**src/rtl/reg_file_mp.sv**
```systemverilog
// Multi-port register file: two write ports, two synchronous read ports with write bypass,
// and a busy scoreboard that reservations set and writes clear.
module reg_file_mp #(
    parameter int DATA_W  = 16,
    parameter int ADDR_W  = 3,
    parameter int ZERO_R0 = 0
) (
    input  logic                     clk,
    input  logic                     rst_n,
    input  logic                     we0,
    input  logic [ADDR_W-1:0]        wa0,
    input  logic [DATA_W-1:0]        wd0,
    input  logic                     we1,
    input  logic [ADDR_W-1:0]        wa1,
    input  logic [DATA_W-1:0]        wd1,
    input  logic                     re,
    input  logic [ADDR_W-1:0]        ra0,
    input  logic [ADDR_W-1:0]        ra1,
    output logic [DATA_W-1:0]        rd0,
    output logic [DATA_W-1:0]        rd1,
    output logic                     rd0_busy,
    output logic                     rd1_busy,
    input  logic                     rsv_en,
    input  logic [ADDR_W-1:0]        rsv_addr,
    output logic [(1<<ADDR_W)-1:0]   busy_vec
);

    localparam int NREGS = 1 << ADDR_W;

    logic [NREGS-1:0][DATA_W-1:0] regs_q, regs_d;
    logic [NREGS-1:0]             busy_q, busy_d;
    logic [DATA_W-1:0]            rd0_q, rd0_d, rd1_q, rd1_d;
    logic                         rd0_busy_q, rd0_busy_d, rd1_busy_q, rd1_busy_d;

    always_comb begin
        regs_d = regs_q;
        busy_d = busy_q;
        // Port 1 is applied last so it wins on a same-address double write.
        if (we0) begin
            regs_d[wa0] = wd0;
            busy_d[wa0] = 1'b0;
        end
        if (we1) begin
            regs_d[wa1] = wd1;
            busy_d[wa1] = 1'b0;
        end
        // Reservation after clears: a new producer overrides a retiring one.
        if (rsv_en) begin
            busy_d[rsv_addr] = 1'b1;
        end
        if (ZERO_R0 != 0) begin
            regs_d[0] = '0;
            busy_d[0] = 1'b0;
        end

        // Reading the next-state arrays gives the write bypass and post-update busy for free.
        rd0_d      = rd0_q;
        rd1_d      = rd1_q;
        rd0_busy_d = rd0_busy_q;
        rd1_busy_d = rd1_busy_q;
        if (re) begin
            rd0_d      = regs_d[ra0];
            rd1_d      = regs_d[ra1];
            rd0_busy_d = busy_d[ra0];
            rd1_busy_d = busy_d[ra1];
        end
    end

    always_ff @(posedge clk) begin
        if (!rst_n) begin
            regs_q     <= '0;
            busy_q     <= '0;
            rd0_q      <= '0;
            rd1_q      <= '0;
            rd0_busy_q <= 1'b0;
            rd1_busy_q <= 1'b0;
        end else begin
            regs_q     <= regs_d;
            busy_q     <= busy_d;
            rd0_q      <= rd0_d;
            rd1_q      <= rd1_d;
            rd0_busy_q <= rd0_busy_d;
            rd1_busy_q <= rd1_busy_d;
        end
    end

    assign rd0      = rd0_q;
    assign rd1      = rd1_q;
    assign rd0_busy = rd0_busy_q;
    assign rd1_busy = rd1_busy_q;
    assign busy_vec = busy_q;

endmodule

```
**config.mk**
```make
export PLATFORM = sky130hd
export DESIGN_NAME = reg_file_mp
export DESIGN_NICKNAME = d
export VERILOG_FILES = /design/src/rtl/reg_file_mp.sv
export SDC_FILE = /design/constraint.sdc
export NUM_CORES = 1
export LEC_CHECK = 0
export CAP_MARGIN = 20
export CORE_ASPECT_RATIO = 0.7
export CORE_MARGIN = 2
export CORE_UTILIZATION = 40
export CTS_BUF_LIST = sky130_fd_sc_hd__clkbuf_4 sky130_fd_sc_hd__clkbuf_8 sky130_fd_sc_hd__clkbuf_16
export DETAILED_ROUTE_END_ITERATION = 8
export PLACE_DENSITY_LB_ADDON = 0.15
export SYNTH_ARGS = -nofsm -noshare
export SYNTH_HDL_FRONTEND = slang
export SYNTH_SLANG_ARGS = --single-unit
export TNS_END_PERCENT = 50
```
**constraint.sdc**
```tcl
create_clock -name clk -period 2.52 [get_ports clk]
set_input_delay 0.504 -clock clk [delete_from_list [all_inputs] [get_ports clk]]
set_output_delay 0.504 -clock clk [all_outputs]
set_load 0.05 [all_outputs]
```
; Word-level counts from Yosys, hierarchy flattened
; Cells that the tools add are included.
[totals]
reg_bits = 170
word_cells = 54
[classes]
n_mux = 25
order_cmp = 8
n_reduce_logical = 3
n_bitwise = 5
[op_table]
columns = operator, n
row1 = 128-bit bitwise mux, 2
row2 = 128-bit two-way mux, 2
row3 = 16-bit binary-select mux with 3-bit select, 2
row4 = 16-bit demux with 3-bit select, 2
row5 = 16-bit two-way mux, 4
row6 = 8-bit two-way mux, 3
row7 = 3-bit by 4-bit less-than comparator with 1-bit output (second input constant), 5
row8 = 8-bit bitwise AND, 2
row9 = 8-bit NOT, 2
row10 = 1-bit demux with 3-bit select, 3
row11 = 3-bit by 1-bit >= comparator with 1-bit output (second input constant), 3
row12 = 8-bit OR, 1
row13 = 1-bit binary-select mux with 3-bit select, 2
row14 = 1-bit two-way mux, 5
row15 = 1-bit logical AND, 3

; Logic depth before layout (Yosys ltp)
[depth]
ltp_word = 13
ltp_mapped = 9
depth_no_buf = 6

; Worst setup path after synthesis
; OpenSTA, ideal clock, no wires.
[synth_path]
path_kind = input -> register
startpoint = in wa0[1]
endpoint = reg rd0_q[11] (netlist: rd0[11])
setup_ns = 0.130
t_arrival_ns = 2.263
t_required_ns = 2.390
setup_slack_ns = 0.127
path_stages = 8
cell_sequence = buf_4 nor4b_4 buf_4 mux2_2 mux2i_1 nor2_1 a2111oi_0 nor3_1
[synth_via]
elab_chain_cells = 10
[synth_lines]
columns = element, line_no
row1 = "start, declared", 11  ; input logic [ADDR_W-1:0] wa0,
row2 = 3-bit by 4-bit less-than comparator with 1-bit output (not written as such) or 3-bit by 1-bit >= comparator with 1-bit output (tied branches), 40  ; regs_d[wa0] = wd0;
row3 = 1-bit logical AND (not written as such), 40
row4 = 16-bit two-way mux (not written as such), 40
row5 = 16-bit demux with 3-bit select (*), 40
row6 = 128-bit bitwise mux (*), 40
row7 = 128-bit two-way mux (*), 39  ; if (we0) begin
row8 = 128-bit bitwise mux, 44  ; regs_d[wa1] = wd1;
row9 = 128-bit two-way mux (*), 43  ; if (we1) begin
row10 = 16-bit binary-select mux with 3-bit select (*), 62  ; rd0_d = regs_d[ra0];
row11 = 16-bit two-way mux (not written as such) (*), 62
row12 = "end signal, assigned", 80  ; rd0_q <= rd0_d;
row13 = "end, declared", 32  ; logic [DATA_W-1:0] rd0_q, rd0_d, rd1_q, rd1_d;
; Every way passes the cells marked *; elsewhere a longest branch is shown, timed or not. The select of a mux whose other input is x is not followed.
; A chain may end at the register's enable or synchronous reset.

; Final worst setup path
[layout_path]
startpoint = in wa0[1]
endpoint = reg rd0_q[3] (netlist: rd0[3])
; Same word-level chain as after synthesis.

==> results.tsv <==
stage	metric	value	unit
setup_path	rrSetupSlack	0.95	ns
drt	routedWlPerCell	23.2	um
synthesis	ys_dominant_reg_cell	dfxtp_1	
cts	cts_max_path_buffers	2	
finish	n_fill_cell	2383	
die	rows	49	
synthesis	synthCells	1302	
die	dieWidth	196	um
placed_design	port-buffer-count	94	
die	die_y	138	um
setup_path	worstPathArrival	2.81	ns
pwr	combPwrFrac	0.261	
cts	cts_tree	done	
timing	layout_min_cycle_time	2.46	ns
pwr	power.share.clock	0.347	
min_path	whs_endpoint	rd1[6]$_SDFFE_PN0P_	
finish	design_area	14100	sq um
setup_path	cp.required	2.87	ns
placed_design	dp.cells	1891	
pwr	power.density	529	nW/um^2
grt	grt_pass1_vias	10500	
pwr	p_switching	2.46	mW
grt	grt_pass1_wl	66300	um
setup_path	rr_startpoint	regs_q[105]$_SDFF_PN0_	
finish	final-seq-area	3400	sq um
finish	diodes	0	
cts	clk-insertion-delay-late	0.45	ns
min_path	hold_class	reg -> reg	
timing	setup_tns	0	ns
finish	instances_no_fill	1924	
timing	setup_violations	0	
drt	ant_nets	0	
cts	cts.sinks	170	
placed_design	dp_hpwl	33700	um
placed_design	gp_congestion	0.947	
setup_path	path_max_fanout	8	
setup_path	start_kind	primary input	
timing	fin_skew	0.0126	ns
grt	met3_usage	0.126	
grt	grt.busiest_layer	met1	
timing	timing.fmax	406	MHz
synthesis	netlist_area	10300	sq um
pwr	leakagePower	6.16	nW
finish	multiInputGateArea	6390	sq um
die	start_util	0.404	
drt	drt-initial-drc-count	1379	
pwr	ir_worst_vdd	0.498	mV
flow_run	maxCapViolations	0	
synthesis	seq_area_frac_synth	0.331	
finish	drive_gt1_frac	0.245	
timing	tightest_slew	1.03	ns
finish	nNetsFinal	1633	
drt	wirelength	44600	um
outcome	status	finished clean	
grt	grt_antenna_before_repair	0	
placed_design	dpl_worst_slack	-0.453	ns
die	dieArea	27000	sq um
drt	dr.pass1.iters	6	
synthesis	synth_edf_count	0	
cts	cts_buffers	17	
grt	grt-ovfl-total	0	
timing	finalHoldViolCount	0	
synthesis	ys_ff_latch	170	
timing	whs	0.546	ns
pwr	internal_power	5.02	mW
synthesis	synth.avg_cell_area	7.90	sq um
min_path	min_path_cells	2	
drt	vias	11500	
grt	grt_max_degree	36	
grt	met2_usage	0.429	
die	num_io_pins	95	
pwr	swShare	0.329	
synthesis	yosys_warnings	0	
finish	area_growth	37.5	%
setup_path	rr_endpoint	rd0[9]$_SDFFE_PN0P_	
synthesis	synthArstFlopShare	0	
timing	timing.final.crit_share	0.977	
cts	clk_pin_slew	0.08	ns
setup_path	r2r_cells	6	
setup_path	critical_path_class	in -> reg	
cts	htreeDepth	4	
timing	relSlewSlack	0.310	
synthesis	synth.distinct_cells	64	
drt	drcViolationCount	0	
min_path	hp-start	rd1[6]$_SDFFE_PN0P_	
timing	maxSlewViolCount	0	
drt	via_per_inst	5.99	
pwr	total_power	7.48	mW
cts	cts_root_buffer	clkbuf_16	
synthesis	syn-num-nets	1355	
die	core	25400	sq um
pwr	seqPwrFrac	0.391	
timing	setup_ws	0.0588	ns
placed_design	place_area	13500	sq um
grt	grtUsageMet1	0.490	
finish	postLayoutCoreUtil	0.556	
grt	track_usage	0.325	
setup_path	crit_path_end_kind	register	
## layout make-up
type / count / share of cell area
clock inverter: 14 / 0.00876
tap: 331 / 0.0293
timing repair buffer: 394 / 0.237
inverter: 5 / 0.00133
clock buffer: 18 / 0.0306
multi-input combinational: 992 / 0.452
sequential: 170 / 0.241
## power groups by stage
stage,Clock [mW],Sequential [mW],Combinational (mW)
final,2.60,2.93,1.96
after floorplan,0,3.14,0.807
after global routing,2.72,2.94,2.07
after detailed placement,0,2.98,1.88
after CTS,2.61,2.92,1.89
after global placement,0,2.98,1.87
## placed cells by master, fill, tap and decap left out, drive strengths merged, types with 12 or more instances in the layout
master           n
buf            304
nor2           191
dfxtp          170
mux2i          120
a21oi           99
clkdlybuf4s50   87
nand2           86
o21ai           72
a211oi          65
and2            49
nor3            32
a221oi          19
mux2            18
clkbuf          18
o22ai           17
and3            16
nor2b           16
o2111ai         16
o221ai          15
a31oi           14
nand3           13
a32oi           12
## state kept, by name, summed over array words and instances (netlist names)
register and count:
rd0 16, rd1_busy 1, rd0_busy 1, rd1 16, busy_vec 8, regs_q 128
## layer usage
layer  vias up  part of all wire
li1       5341                 -
met1      5471              0.46
met2       650              0.39
met3        68              0.13
met4         0             0.015
met5         -                 0
## cell families after synthesis
kind of cell / synth area share
xor+xnor: 0.00341
compound gates: 0.253
mux: 0.139
buf+inv: 0.0567
flops: 0.331
simple gates: 0.217
## cells in the mapped netlist, types with 3 or more instances
cell         n  area share
a2111oi_0    5      0.0043
a211oi_1    65       0.047
a21oi_1     98       0.048
a221oi_1    19       0.016
a22o_1       4      0.0034
a22oi_1     10      0.0073
a2bb2oi_1    4      0.0034
a311oi_1     9      0.0077
a31o_2       5      0.0043
a31oi_1     14      0.0085
a32oi_1     12       0.010
and2_1      48       0.029
and3_1      16      0.0097
and4b_1      3      0.0029
buf_1       19      0.0069
buf_2       22       0.011
buf_4        6      0.0044
clkbuf_1    87       0.032
dfxtp_1    170        0.33
inv_1        4      0.0015
mux2_2      18       0.020
mux2i_1    120        0.12
nand2_1     86       0.031
nand2b_1     8      0.0049
nand3_1     13      0.0063
nand4_1      4      0.0024
nand4b_1     4      0.0034
nand4bb_1    5      0.0055
nor2_1     191       0.070
nor2b_1     16      0.0097
nor3_1      32       0.016
nor4bb_1     3      0.0029
o2111ai_1   16       0.014
o211a_1      5      0.0049
o211ai_1     6      0.0044
o21ai_0     72       0.035
o221ai_1    15       0.013
o22ai_1     17       0.010
o2bb2ai_1    5      0.0043
or2_2        9      0.0055
or3_1        6      0.0037
## how the worst max path moves through the flow
stage | cells after the start | from | slack, ns | to
floorplan | 8 | wa0[1] | 0.13 | rd0[11]$_SDFFE_PN0P_
global placement | 9 | wa1[0] | -0.50 | rd0[8]$_SDFFE_PN0P_
detailed placement | 8 | wa0[2] | -0.45 | rd0[5]$_SDFFE_PN0P_
CTS | 8 | wa0[2] | 0.0004 | rd0[5]$_SDFFE_PN0P_
global route | 11 | wa0[0] | -0.05 | rd0[9]$_SDFFE_PN0P_
finish | 9 | wa0[1] | 0.06 | rd0[3]$_SDFFE_PN0P_
## critical path, cell delays in order
cell and delay (ns):
clkdlybuf4s50_1 0.44, buf_4 0.19, nor4bb_2 0.27, buf_4 0.25, nand2_1 0.06, and3_1 0.20, or3_1 0.38, a211oi_1 0.27
a2bb2oi_1 0.25
## repair_timing
| action | in CTS | in global routing |
|---|---|---|
| endpoints found under the setup margin | 0 | 29 |
| gates resized for setup | 0 | 19 |
| hold buffers | 0 | 0 |
| setup buffers | 0 | 1 |
Note: power is estimated with default switching activity, not from simulation.
